--- config.mk ---
export PLATFORM = sky130hd
export DESIGN_NAME = rr_arbiter_16
export DESIGN_NICKNAME = d
export VERILOG_FILES = /design/src/rtl/rr_arbiter_16.sv
export SDC_FILE = /design/constraint.sdc
export NUM_CORES = 1
export LEC_CHECK = 0
export CORE_ASPECT_RATIO = 0.9
export CORE_UTILIZATION = 50
export DETAILED_ROUTE_END_ITERATION = 10
export DONT_BUFFER_PORTS = 1
export PLACE_DENSITY_LB_ADDON = 0.2
export SLEW_MARGIN = 15
export SYNTH_ARGS = -nofsm -noshare
export SYNTH_HDL_FRONTEND = slang
export SYNTH_SLANG_ARGS = --single-unit
--- constraint.sdc ---
create_clock -name clk -period 7.4 [get_ports clk]
set_input_delay 0.74 -clock clk [delete_from_list [all_inputs] [get_ports clk]]
set_output_delay 0.74 -clock clk [all_outputs]
set_load 0.03 [all_outputs]
--- src/rtl/rr_arbiter_16.sv ---
// Sixteen-way round-robin arbiter with a registered one-hot grant, its binary index and a valid flag.
// Optional watchdog (macro RR_ARB_TIMEOUT_EN) force-releases a holder after MAX_HOLD cycles.
module rr_arbiter_16 #(
  parameter int unsigned MAX_HOLD = 16
) (
  input  logic        clk,
  input  logic        rst_n,
  input  logic [15:0] req,
  output logic [15:0] gnt,
  output logic [3:0]  gnt_id,
  output logic        gnt_valid
`ifdef RR_ARB_TIMEOUT_EN
  ,
  output logic        timeout
`endif
);

  typedef enum logic {IDLE, GRANT} state_t;

  state_t      state;
  logic [3:0]  ptr;
  logic [15:0] mask;
  logic [15:0] elig;
  logic        force_rel;
  logic        found;
  logic [3:0]  win;

`ifdef RR_ARB_TIMEOUT_EN
  logic [15:0] hold_cnt;

  // The forced release happens on the edge that would complete MAX_HOLD grant cycles.
  assign force_rel = (state == GRANT) && req[gnt_id] && (hold_cnt == 16'(MAX_HOLD - 1));
`else
  assign force_rel = 1'b0;
  assign mask      = '0;
`endif

  // A force-released holder must not win the re-arbitration it triggers.
  assign elig = req & ~mask & ~(force_rel ? gnt : 16'h0000);

  always_comb begin
    found = 1'b0;
    win   = 4'd0;
    for (int i = 0; i < 16; i++) begin
      if (!found && elig[ptr + 4'(i)]) begin
        found = 1'b1;
        win   = ptr + 4'(i);
      end
    end
  end

  always_ff @(posedge clk or negedge rst_n) begin
    if (!rst_n) begin
      state     <= IDLE;
      ptr       <= 4'd0;
      gnt       <= 16'h0000;
      gnt_id    <= 4'd0;
      gnt_valid <= 1'b0;
`ifdef RR_ARB_TIMEOUT_EN
      mask      <= 16'h0000;
      hold_cnt  <= 16'd0;
      timeout   <= 1'b0;
`endif
    end else begin
`ifdef RR_ARB_TIMEOUT_EN
      mask    <= (mask & req) | (force_rel ? gnt : 16'h0000);
      timeout <= force_rel;
`endif
      if (state == IDLE || !req[gnt_id] || force_rel) begin
        if (found) begin
          state     <= GRANT;
          gnt       <= 16'h0001 << win;
          gnt_id    <= win;
          gnt_valid <= 1'b1;
          ptr       <= win + 4'd1;
`ifdef RR_ARB_TIMEOUT_EN
          hold_cnt  <= 16'd0;
`endif
        end else begin
          state     <= IDLE;
          gnt       <= 16'h0000;
          gnt_id    <= 4'd0;
          gnt_valid <= 1'b0;
        end
      end else begin
`ifdef RR_ARB_TIMEOUT_EN
        hold_cnt <= hold_cnt + 16'd1;
`endif
      end
    end
  end

endmodule

==> results.cfg <==
[outcome]
outcome = finished, final reports clean

[cells_and_area]
drive_above_1_share = 0.213
layout_commonest_cell = mux4_2
mostFrequentLayoutCells = mux4_2, mux2i_1, nand2_1, nor2_1, dfrtp_1
multiInputGateArea_um2 = 3220
synthToLayoutAreaGrowth_pct = 1.64
fillers = 672
final_nets = 434
n_antenna_cell = 0
seq_area_um2 = 626

[clock_tree]
cts_resized = 0
clkSinkCount = 25
cts_hold_buf = 0
clockBufferDepth = 2
cts_root_buffer = clkbuf_8
cts.clk_slew.worst_paths_ns = 0.08
cts_buffers = 3
postCtsSetupBuffers = 0
clock_latency_ns = 0.27
cts_max_level = 1
cts_tree = yes

[grt]
grt_pass1_vias = 3456
grt_antenna_before_repair = 0
gr-total-overflow = 0
grtUsageMet2 = 0.469
use_met1 = 0.418
grt_pass1_wl_um = 19600
grt_max_degree = 40
grt_use_met3 = 0.0634
globalRouteTotalUtil = 0.296
busiest_layer = met2

[route]
drtAntennaViolNets = 0
routed-via-count = 3814
routed_via_density = 7.64
wirelength_um = 12500
drc = 0
drt-pass1-iter-count = 5
wire_per_inst_um = 25.1
dr.first_iter.drc_count = 398

[timing]
rsz0062_at_grt = no
hold_ws_ns = 0.156
fin_skew_ns = 0.00669
drv_slew = 0
fin_tns_setup_ns = 0
finalHoldViolCount = 0
period_needed_ns = 5.84
max_freq_mhz = 171
slew_headroom = 0.354
setup_viol = 0
worst_pin_slew_ns = 0.968
finalCritPeriodShare = 0.789

[worst_setup_path]
reg2reg_from = ptr[2]
worstPathRequired_ns = 7.56
cp.arrival_ns = 6.00
crit_path_frequent_cell = ha_1
cp-end-kind = register
path_cells = buf_4 -> clkinv_1 -> ha_1 -> mux4_2 -> mux2i_1 -> o211ai_1 -> or4_1 -> or4_1 -> nor4b_4 -> o31ai_1 -> o22ai_1 -> ha_1 -> ha_1 -> mux2_2
start_kind = register
max_stage_delay_ns = 0.80
critPathTopFamily = simple AND/OR/NAND/NOR gates
path_class = register to register
crit_path_max_fanout = 22
critPathBufInv = 2
slowest_stage = ha_1
startpoint = ptr[2]

[die]
core_um2 = 7690
dieHeight_um = 87.4
pin_count = 39
initial_core_util = 0.526
fp-row-count = 30
die-width_um = 96.9
dieArea_um2 = 8460

[synthesis]
synth-edff-count = 0
synth_area_um2 = 4050
yosysSeqAreaShare = 0.154
yosysUniqueCellTypes = 68
syn_nets = 453
yosys_warnings = 0
ys_ff_latch = 25
synth_cells = 423
synth_async_sr_flop_share = 1.00
synth_flop_cell = dfrtp_1
syn_area_per_cell_um2 = 9.57

[placement]
portBuffers = 0
gp_congestion = 0.965
hpwl_um = 9230

[hold_path]
hp-class = primary input to asynchronous set/reset pin

[run]
cap_violations = 0
synthesized netlist by cell type (4+ instances only):
library cell / n / area share
mux4_2: 42 / 0.23
mux2i_1: 32 / 0.079
nand2_1: 28 / 0.026
nor2_1: 26 / 0.024
dfrtp_1: 25 / 0.15
nand3_1: 22 / 0.027
a21oi_1: 18 / 0.022
a22o_1: 16 / 0.035
mux2_2: 16 / 0.044
clkbuf_1: 14 / 0.013
o21ai_0: 13 / 0.016
ha_1: 12 / 0.037
inv_1: 9 / 0.0083
a22oi_1: 8 / 0.015
nor2b_1: 8 / 0.012
xnor2_1: 8 / 0.017
a211oi_1: 7 / 0.013
and2_1: 7 / 0.011
buf_2: 7 / 0.0086
buf_1: 6 / 0.0056
nor3_1: 6 / 0.0074
nand2b_1: 4 / 0.0062
nor4_1: 4 / 0.0062
o211ai_1: 4 / 0.0074
o21ai_1: 4 / 0.0049
o22ai_1: 4 / 0.0062
o31ai_1: 4 / 0.0074
or4_1: 4 / 0.0074
registers in the layout, indices dropped and copies added, names as in the netlist:
name / flops
gnt_id: 4
gnt: 16
ptr: 4
state: 1
worst paths after layout:
kind,slack (ns),depth (start not counted),endpoint
worst max-delay path,1.56,14,ptr[2]
worst min-delay path,0.16,0,ptr[1]
worst max register to register,1.56,14,ptr[2]
worst min register to register,0.69,2,gnt[11]
max in group asynchronous,7.17,0,gnt_id[1]
min in group clk,0.69,2,gnt[11]
metal layers:
| layer | vias to the layer above | part of all wire |
|---|---|---|
| met5 | - | 0 |
| met2 | 252 | 0.45 |
| met4 | 0 | 0.022 |
| met3 | 26 | 0.11 |
| met1 | 1894 | 0.42 |
| li1 | 1642 | - |
cell families (layout without fill, tap and decap cells):
logic type	Yosys count	count (layout)	synth area share
DFF	25	25	0.154
xor gates and xnor gates	11	11	0.0256
AOI/OAI and AO/OA	112	112	0.203
adders and majority gates	12	12	0.0371
buffers and inverters	44	24	0.0494
muxes	93	93	0.366
and+or+nand+nor	126	126	0.164
through the flow:
stage	setup slack, ns	std cells	area [um^2]	util
CTS	1.57	499	4120	0.535
global placement	1.69	495	4070	0.529
global route	1.14	499	4120	0.535
floorplan	2.18	423	4050	-
detailed placement	1.59	495	4070	0.529
finish	1.56	499	4120	0.535
area by class of cell:
type,count,share of cell area
clock buffer,4,0.0109
inverter,13,0.0119
multi-input combinational,354,0.783
sequential,25,0.152
tap,96,0.0292
timing repair buffer,7,0.0128
Power is not shown: default switching activity piles up to over one toggle a cycle in this logic, so the estimate is an artifact.
